### src/rtl/jtpopeye_dma.sv
// Object-RAM DMA engine.
//
// On a rising edge of vertical blank, requests the main CPU bus. Once the bus is granted, it
// copies main-RAM addresses 0..LAST into object RAM at the same addresses. Every state and
// counter advances only on cpu_cen.
//
// Ports
//   clk, rst_n         : system clock, asynchronous active-low reset
//   cpu_cen            : CPU clock enable
//   VB                 : vertical blank, raw level
//   busrq_n / busak_n  : bus request out / bus acknowledge in, both active low
//   dma_cs             : steers main-RAM addressing to AD_DMA
//   AD_DMA / DD_DMA    : main-RAM read address out; read data in, valid one cpu_cen later
//   obj_addr / obj_din : object-RAM write address and data
//   obj_we             : object-RAM write strobe, already qualified by cpu_cen
//   busy               : high from the trigger until the bus is released
//   chksum             : modulo-256 sum of the bytes written by the last completed transfer
//
// Optional feature: define JTPOPEYE_DMA_CHKSUM_EN to build the checksum accumulator. Without
// it, chksum is tied to zero.

module jtpopeye_dma #(
  parameter logic [9:0] LAST = 10'h3FF
) (
  input  logic       clk,
  input  logic       rst_n,
  input  logic       cpu_cen,
  input  logic       VB,
  output logic       busrq_n,
  input  logic       busak_n,
  output logic       dma_cs,
  output logic [9:0] AD_DMA,
  input  logic [7:0] DD_DMA,
  output logic [9:0] obj_addr,
  output logic [7:0] obj_din,
  output logic       obj_we,
  output logic       busy,
  output logic [7:0] chksum
);

  typedef enum logic [2:0] {
    StIdle,
    StReq,
    StXfer,
    StFlush,
    StRel
  } state_e;

  state_e      state_q, state_d;
  logic        vb_q, vb_d;
  logic        armed_q, armed_d;      // cleared by reset so a VB already high cannot trigger
  logic        busrq_q, busrq_d;
  logic        dma_cs_q, dma_cs_d;
  logic        busy_q, busy_d;
  logic [9:0]  ad_q, ad_d;
  logic [9:0]  prev_q, prev_d;        // address whose data is on DD_DMA this cen
  logic        prev_vld_q, prev_vld_d;
  logic [7:0]  hold_q, hold_d;        // data for prev_q, captured when the bus is taken away
  logic        hold_vld_q, hold_vld_d;
  logic        flush_wr_q, flush_wr_d;
  logic [9:0]  obj_addr_q, obj_addr_d;
  logic [7:0]  obj_din_q, obj_din_d;
  logic        we_q, we_d;            // a registered write is pending commit

`ifdef JTPOPEYE_DMA_CHKSUM_EN
  logic [7:0]  acc_q, acc_d;
  logic [7:0]  chksum_q, chksum_d;
`endif

  logic        vb_rise;
  logic        granted;
  logic [7:0]  rd_data;

  assign vb_rise = armed_q & VB & ~vb_q;
  assign granted = ~busak_n;
  // While stalled, the main RAM keeps reading the frozen AD_DMA, so the byte that belongs
  // to prev_q has to come from the capture register on resume.
  assign rd_data = hold_vld_q ? hold_q : DD_DMA;

  always_comb begin
    state_d    = state_q;
    vb_d       = vb_q;
    armed_d    = armed_q;
    busrq_d    = busrq_q;
    dma_cs_d   = dma_cs_q;
    busy_d     = busy_q;
    ad_d       = ad_q;
    prev_d     = prev_q;
    prev_vld_d = prev_vld_q;
    hold_d     = hold_q;
    hold_vld_d = hold_vld_q;
    flush_wr_d = flush_wr_q;
    obj_addr_d = obj_addr_q;
    obj_din_d  = obj_din_q;
    we_d       = we_q;
`ifdef JTPOPEYE_DMA_CHKSUM_EN
    acc_d      = acc_q;
    chksum_d   = chksum_q;
`endif

    if (cpu_cen) begin
      vb_d    = VB;
      armed_d = 1'b1;

      unique case (state_q)
        StIdle: begin
          if (vb_rise) begin
            state_d = StReq;
            busrq_d = 1'b0;
            busy_d  = 1'b1;
            ad_d    = 10'd0;
          end
        end

        StReq: begin
          if (granted) begin
            state_d    = StXfer;
            dma_cs_d   = 1'b1;
            ad_d       = 10'd0;
            prev_vld_d = 1'b0;
            hold_vld_d = 1'b0;
            flush_wr_d = 1'b0;
            we_d       = 1'b0;
`ifdef JTPOPEYE_DMA_CHKSUM_EN
            acc_d      = 8'd0;
`endif
          end
        end

        StXfer: begin
          if (!granted) begin
            // Frozen: hold every pipeline register, keep the in-flight byte
            if (!hold_vld_q) begin
              hold_d     = DD_DMA;
              hold_vld_d = 1'b1;
            end
          end else begin
            hold_vld_d = 1'b0;
            we_d       = prev_vld_q;
            if (prev_vld_q) begin
              obj_addr_d = prev_q;
              obj_din_d  = rd_data;
`ifdef JTPOPEYE_DMA_CHKSUM_EN
              acc_d      = acc_q + rd_data;
`endif
            end
            prev_d     = ad_q;
            prev_vld_d = 1'b1;
            // Stop at LAST: the address counter never wraps
            if (ad_q == LAST) begin
              state_d = StFlush;
            end else begin
              ad_d = ad_q + 10'd1;
            end
          end
        end

        StFlush: begin
          if (!granted) begin
            if (!hold_vld_q) begin
              hold_d     = DD_DMA;
              hold_vld_d = 1'b1;
            end
          end else begin
            hold_vld_d = 1'b0;
            if (!flush_wr_q) begin
              // Register the write of LAST
              flush_wr_d = 1'b1;
              we_d       = 1'b1;
              obj_addr_d = prev_q;
              obj_din_d  = rd_data;
`ifdef JTPOPEYE_DMA_CHKSUM_EN
              acc_d      = acc_q + rd_data;
`endif
            end else begin
              // The write of LAST commits on this cen; release the bus
              state_d  = StRel;
              we_d     = 1'b0;
              busrq_d  = 1'b1;
              dma_cs_d = 1'b0;
`ifdef JTPOPEYE_DMA_CHKSUM_EN
              chksum_d = acc_q;
`endif
            end
          end
        end

        StRel: begin
          // Returns to idle without sampling the trigger on this cen
          state_d = StIdle;
          busy_d  = 1'b0;
        end

        default: begin
          state_d = StIdle;
        end
      endcase
    end
  end

  always_ff @(posedge clk or negedge rst_n) begin
    if (!rst_n) begin
      state_q    <= StIdle;
      vb_q       <= 1'b0;
      armed_q    <= 1'b0;
      busrq_q    <= 1'b1;
      dma_cs_q   <= 1'b0;
      busy_q     <= 1'b0;
      ad_q       <= 10'd0;
      prev_q     <= 10'd0;
      prev_vld_q <= 1'b0;
      hold_q     <= 8'd0;
      hold_vld_q <= 1'b0;
      flush_wr_q <= 1'b0;
      obj_addr_q <= 10'd0;
      obj_din_q  <= 8'd0;
      we_q       <= 1'b0;
    end else begin
      state_q    <= state_d;
      vb_q       <= vb_d;
      armed_q    <= armed_d;
      busrq_q    <= busrq_d;
      dma_cs_q   <= dma_cs_d;
      busy_q     <= busy_d;
      ad_q       <= ad_d;
      prev_q     <= prev_d;
      prev_vld_q <= prev_vld_d;
      hold_q     <= hold_d;
      hold_vld_q <= hold_vld_d;
      flush_wr_q <= flush_wr_d;
      obj_addr_q <= obj_addr_d;
      obj_din_q  <= obj_din_d;
      we_q       <= we_d;
    end
  end

`ifdef JTPOPEYE_DMA_CHKSUM_EN
  always_ff @(posedge clk or negedge rst_n) begin
    if (!rst_n) begin
      acc_q    <= 8'd0;
      chksum_q <= 8'd0;
    end else begin
      acc_q    <= acc_d;
      chksum_q <= chksum_d;
    end
  end

  assign chksum = chksum_q;
`else
  assign chksum = 8'h00;
`endif

  assign busrq_n  = busrq_q;
  assign dma_cs   = dma_cs_q;
  assign busy     = busy_q;
  assign AD_DMA   = ad_q;
  assign obj_addr = obj_addr_q;
  assign obj_din  = obj_din_q;
  // A pending write commits only on an enabled cycle with the bus still granted
  assign obj_we   = we_q & cpu_cen & ~busak_n;

endmodule

### config.mk
export PLATFORM = sky130hd
export DESIGN_NAME = jtpopeye_dma
export DESIGN_NICKNAME = d
export VERILOG_FILES = /design/src/rtl/jtpopeye_dma.sv
export SDC_FILE = /design/constraint.sdc
export NUM_CORES = 1
export LEC_CHECK = 0
export ABC_AREA = 1
export BUFFER_PORTS_ARGS = -buffer_cell sky130_fd_sc_hd__buf_2
export CAP_MARGIN = 10
export CORE_UTILIZATION = 55
export CTS_CLUSTER_SIZE = 12
export DETAILED_ROUTE_END_ITERATION = 16
export GPL_TIMING_DRIVEN = 0
export PLACE_DENSITY_LB_ADDON = 0.25
export SLEW_MARGIN = 20
export SYNTH_ARGS = -nofsm -noshare
export SYNTH_HDL_FRONTEND = slang
export SYNTH_SLANG_ARGS = --single-unit
### constraint.sdc
create_clock -name clk -period 2 [get_ports clk]
set_input_delay 0 -clock clk [delete_from_list [all_inputs] [get_ports clk]]
set_output_delay 0 -clock clk [all_outputs]
set_load 0.01 [all_outputs]
==> results.sh, run 1 <==
export IMPL_status="finished, final reports clean"
export IMPL_diodes=0
export IMPL_vias=2402
export IMPL_tightestPinTransition_ns=0.7002
export IMPL_num_nets_final=434
export IMPL_worst_slack_ns=0.2658
export IMPL_yosys_area_share_simple_pct=30.16
export IMPL_dpl_cell_count=470
export IMPL_fin_crit_ns=1.734
export IMPL_ios=53
export IMPL_cts_sinks=58
export IMPL_slew_violations=0
export IMPL_stdcell_count=492
export IMPL_cts_clk_slew_worst_paths_ns=0.07
export IMPL_rsz0062_at_grt="false"
export IMPL_drc=0
export IMPL_cts_resized=0
export IMPL_max_freq_mhz=576.6
export IMPL_cp_end_kind="flop"
export IMPL_pre_cts_slack_ns=0.3491
export IMPL_worst_path_most_repeated_cell="dlygate4sd3_1"
export IMPL_synth_top_family_by_area="simple AND/OR/NAND/NOR gates"
export IMPL_p_per_area_nw_per_um2=1173
export IMPL_dr_first_iter_drc_count=200
export IMPL_grt_remaining_overflow=0
export IMPL_grt_first_pass_wirelength_um=9908
export IMPL_critPathLaunch="cpu_cen"
export IMPL_hold_slack_ns=0.004224
export IMPL_seq_area_frac_synth_pct=51.12
export IMPL_yosys_area_share_adder_pct=0.4403
export IMPL_hold_buffers=6
export IMPL_muxShareOfSynthArea_pct=1.982
export IMPL_yosysWarnings=0
export IMPL_startpoint_type="input port"
export IMPL_finalSetupViolCount=0
export IMPL_postCtsSetupBuffers=0
export IMPL_r2r_start="AD_DMA[0]"
export IMPL_cts_tree="done"
export IMPL_dp_hpwl_um=3976
export IMPL_cts_buffer_depth=2
export IMPL_fin_crit_sh_pct=86.71
export IMPL_arrival_ns=1.96
export IMPL_die_x_um=73.88
export IMPL_max_stage_delay_ns=0.57
export IMPL_tns_ns=0
export IMPL_syn_area_per_cell_um2=8.072
export IMPL_crit_slowest_cell="dlygate4sd3_1"
export IMPL_synth_seq_cells=58
export IMPL_synth_cell_types=30
export IMPL_synth_xor_area_share_pct=0.9247
export IMPL_drv_cap=0
export IMPL_design_core_area_um2=4848
export IMPL_grt_pass1_vias=2232
export IMPL_cp_cell_sequence="dlygate4sd3_1 -> buf_2 -> nand2_1 -> dlygate4sd3_1 -> o21ai_0 -> dlygate4sd3_1"
export IMPL_path_buf_inv=4
export IMPL_cp_data_required_time_ns=2.23
export IMPL_dr_pass1_iters=4
export IMPL_hold_viol_final=0
export IMPL_synth_compound_area_share_pct=6.649
export IMPL_cts_made_buffers=9
export IMPL_synth_area_um2=2841
export IMPL_std_cell_rows=25
export IMPL_port_buffers=44
export IMPL_start_util_pct=58.61
export IMPL_fin_skew_ns=0.005552
export IMPL_routed_wirelength_um=5918
export IMPL_cts_root_buffer_cell="clkbuf_8"
export IMPL_die_y_um=73.88
export IMPL_die_area_um2=5458
export IMPL_via_per_inst=4.882
export IMPL_p_leak_nw=1.879
export IMPL_grt_max_degree=59
export IMPL_antenna_found_initial=0
export IMPL_syn2layout_area_growth_pct=21.53
export IMPL_grt_use_total_pct=24.31
export IMPL_netlist_instances=352
export IMPL_clk_latency_ns=0.34
export IMPL_critical_path_class="input port to flop"
export IMPL_min_path_type="input port to flop"
export IMPL_ant_nets=0
export IMPL_crit_fanout=7
export IMPL_critPathTopFamily="buffers and inverters"
export IMPL_drive_gt1_share_pct=24.00
export IMPL_htree_levels=3
export IMPL_vdd_drop_max_mv=0.9217
export IMPL_wl_per_cell_um=12.03
export IMPL_gp_congestion=0.7880
export IMPL_relSlewSlack_pct=53.32
export IMPL_hold_start="DD_DMA[3]"
==> layout make-up <==
cell class                 instances  area (um^2)
sequential                        58         1453
fill                             379         1395
multi-input combinational        254         1171
timing repair buffer              50        282.8
clock buffer                      11        141.4
buffer                            17        131.4
inverter                          30        112.6
tap                               67        83.83
clock inverter                     5        77.57
==> metrics by stage <==
step                util (%)  power (mW)  instance area [um^2]
floorplan                  -       2.466                  2868
finish                 71.23       4.051                  3453
detailed placement     65.47       2.844                  3174
global route           71.23       4.317                  3453
CTS                    71.23       4.068                  3453
global placement       65.42       2.791                  3172
==> flip-flops by register name, summed over array words and instances, names as in the netlist, 3 cells and up <==
| signal | count |
|---|---|
| hold_q | 8 |
| AD_DMA | 10 |
| obj_addr | 10 |
| obj_din | 8 |
| prev_q | 10 |
| state_q | 3 |
==> routing by layer <==
metal,global-route usage (%),vias to the layer above,routed length [um]
met5,0,-,0
met4,12.82,0,81
met3,5.075,8,297
met2,39.04,74,2797
met1,30.91,1105,2742
li1,-,1215,-
==> power breakdown <==
group	internal, mW	switching [mW]	total, mW
Clock	0.731	0.479	1.21
Combinational	0.431	0.801	1.23
Sequential	1.45	0.155	1.61
==> layout by cell type (no fill, tap or decap), types with 8 or more instances in the layout <==
cell	Yosys	final
buf_4	9	10
clkbuf_8	0	10
inv_1	25	25
nor2_1	25	25
conb_1	1	8
nand3_1	17	17
nand2_1	139	139
dfrtp_1	57	57
o21ai_0	26	26
buf_2	3	46
==> path summary, 6_finish.rpt <==
path	endpoint	slack (ns)	cells past startpoint
hold reg to reg	obj_addr[8]	0.47	2
setup / recovery	vb_q	0.27	6
setup reg to reg	state_q[0]	0.27	8
hold / removal	obj_din[3]	0.004	5
min in group asynchronous	obj_din[3]	0.25	2
max in group asynchronous	state_q[2]	1.28	2
==> worst register-to-register path: stages, from the launching register on <==
cell     delay, ns
dfrtp_1       0.47
ha_1          0.22
nand3_1       0.14
inv_1         0.09
nand2_1       0.11
o21ai_1       0.29
nand2_1       0.15
nand2_1       0.09
nand2_1       0.06
==> synthesized netlist by cell type (all sizes together) <==
library cell	number	area, um^2
nand4	1	6.260
xnor2	1	8.760
nor3b	2	15.01
mux2	5	56.30
ha	1	12.51
nand3	19	105.1
dfstp	1	26.28
nor2	32	157.7
conb	1	3.750
inv	30	112.6
a21oi	7	35.03
nor3	2	15.01
o21ai	30	153.9
nand2	143	551.8
or2	1	6.260
xor2	2	17.52
clkbuf	1	3.750
dfrtp	57	1426
buf	16	127.6
==> kinds of logic after synthesis <==
kind of cell | count (synthesis)
DFF | 58
buffers and inverters | 47
and+or+nand+nor | 200
AOI/OAI and AO/OA | 37
adders and majority gates | 1
other | 1
xor gates and xnor gates | 3
muxes | 5
Note: power is estimated with default switching activity, not from simulation.
==> run 2: changes to the inputs <==
--- a/config.mk
+++ b/config.mk
@@ -6,11 +6,11 @@
 export NUM_CORES = 1
 export LEC_CHECK = 0
 export ABC_AREA = 1
-export BUFFER_PORTS_ARGS = -buffer_cell sky130_fd_sc_hd__buf_2
 export CAP_MARGIN = 10
-export CORE_UTILIZATION = 55
+export CORE_UTILIZATION = 63
 export CTS_CLUSTER_SIZE = 12
 export DETAILED_ROUTE_END_ITERATION = 16
+export DONT_BUFFER_PORTS = 1
 export GPL_TIMING_DRIVEN = 0
 export PLACE_DENSITY_LB_ADDON = 0.25
 export SLEW_MARGIN = 20
==> results.sh, run 2 (synthesized netlist as in run 1, its figures left out) <==
export IMPL_swShare_pct=36.78
export IMPL_vias=2314
export IMPL_drive_gt1_share_pct=14.43
export IMPL_max_freq_mhz=571.9
export IMPL_cp_data_required_time_ns=2.22
export IMPL_ant_nets=0
export IMPL_finalSetupViolCount=0
export IMPL_cts_made_buffers=9
export IMPL_power_mw=3.769
export IMPL_tns_ns=0
export IMPL_num_nets_final=397
export IMPL_drc=0
export IMPL_ios=53
export IMPL_cts_clk_slew_worst_paths_ns=0.07
export IMPL_startpoint_type="flop"
export IMPL_gp_congestion=0.8277
export IMPL_cts_tree="done"
export IMPL_via_per_inst=5.259
export IMPL_dr_pass1_iters=4
export IMPL_fin_crit_sh_pct=87.42
export IMPL_combPwrFrac_pct=28.4
export IMPL_p_clk_share_pct=26.8
export IMPL_drv_cap=0
export IMPL_cp_end_kind="flop"
export IMPL_cts_resized=0
export IMPL_p_int_mw=2.383
export IMPL_design_core_area_um2=4354
export IMPL_std_cell_rows=24
export IMPL_p_leak_nw=1.683
export IMPL_port_buffers=0
export IMPL_fin_crit_ns=1.748
export IMPL_min_path_type="input port to flop"
export IMPL_routed_wirelength_um=5933
export IMPL_clk_latency_ns=0.34
export IMPL_hold_viol_final=0
export IMPL_die_x_um=69.16
export IMPL_pwr_share_seq_pct=44.8
export IMPL_cts_sinks=58
export IMPL_grt_remaining_overflow=0
export IMPL_critical_path_class="flop to flop"
export IMPL_vdd_drop_max_mv=0.7756
export IMPL_grt_pass1_vias=2278
export IMPL_hold_slack_ns=0.05923
export IMPL_antenna_found_initial=0
export IMPL_diodes=0
export IMPL_crit_fanout=8
export IMPL_rsz0062_at_grt="false"
export IMPL_slew_violations=0
export IMPL_dp_hpwl_um=3750
export IMPL_die_area_um2=4783
export IMPL_grt_use_total_pct=26.50
export IMPL_arrival_ns=1.97
export IMPL_status="finished, final reports clean"
export IMPL_p_per_area_nw_per_um2=1156
export IMPL_cts_root_buffer_cell="clkbuf_8"
export IMPL_p_sw_mw=1.386
export IMPL_final_common_cell="nand2_1"
export IMPL_fin_skew_ns=0.007814
export IMPL_syn2layout_area_growth_pct=14.71
export IMPL_wl_per_cell_um=13.48
export IMPL_layout_common_cells="nand2_1 (139), dfrtp_1 (57), o21ai_0 (26)"
export IMPL_htree_levels=3
export IMPL_start_util_pct=65.26
export IMPL_dr_first_iter_drc_count=184
export IMPL_grt_max_degree=59
export IMPL_die_y_um=69.16
export IMPL_grt_first_pass_wirelength_um=10070
export IMPL_cts_buffer_depth=2
==> run 2: cell count changes in the layout (fill, tap and decap cells not counted) <==
cell	change
bufinv_16	-1
buf_2	-43
clkinvlp_4	-1
dlygate4sd3_1	+6
buf_4	-1
clkbuf_8	-1
buf_16	+1
clkbuf_1	+3
==> run 2: metrics by stage <==
step	instance area, um^2	setup WS [ns]	std cells	util (%)
global route	3259	0.05304	440	74.86
finish	3259	0.2515	440	74.86
CTS	3259	0.2694	440	74.86
global placement	2933	0.2886	411	67.36
detailed placement	2933	0.2816	411	67.36
floorplan	2868	0.5246	359	-
==> run 2: per-layer routing <==
metal	vias to the layer above	GRT usage, %	routed length, um
met5	-	0	0
met4	0	10.20	91
met3	11	4.678	337
met2	75	43.91	2814
met1	1084	34.83	2690
li1	1144	-	-
==> run 2: area by class of cell <==
| cell class | count | area [um^2] |
|---|---|---|
| buffer | 17 | 131.4 |
| clock buffer | 13 | 138.9 |
| clock inverter | 3 | 40.04 |
| fill | 317 | 1095 |
| inverter | 30 | 112.6 |
| multi-input combinational | 254 | 1171 |
| sequential | 58 | 1453 |
| tap | 52 | 65.06 |
| timing repair buffer | 13 | 147.6 |
==> run 2: worst paths after layout <==
path / cells after the start / from / end / slack, ns
max: 8 / AD_DMA[0] / state_q[0] / 0.25
min: 4 / cpu_cen / hold_q[5] / 0.06
max reg2reg: 8 / AD_DMA[0] / state_q[0] / 0.25
min reg2reg: 2 / prev_q[2] / obj_addr[2] / 0.47
max in group asynchronous: 2 / rst_n / busrq_n / 1.52
min in group asynchronous: 2 / rst_n / hold_q[7] / 0.19
==> run 2: critical path: stages (launching register included) <==
cell and delay, ns:
dfrtp_1 0.51, ha_1 0.24, nand3_1 0.14, inv_1 0.08
nand2_1 0.10, o21ai_1 0.29, nand2_1 0.15, nand2_1 0.08
nand2_1 0.05
==> run 2: what timing repair did <==
action | in CTS | in global routing
setup buffers | 0 | 0
hold buffers | 13 | 0
endpoints found under the setup margin | 0 | 0
hold endpoints to repair | 84 | 0
==> run 2: power groups by stage <==
stage	clock network, mW	logic, mW	registers, mW
4_1_cts	1.02	1.05	1.69
2_1_floorplan	0	0.801	1.66
3_3_place_gp	0	0.953	1.70
6_report	1.01	1.07	1.69
3_5_place_dp	0	0.989	1.71
5_1_grt	1.06	1.22	1.72
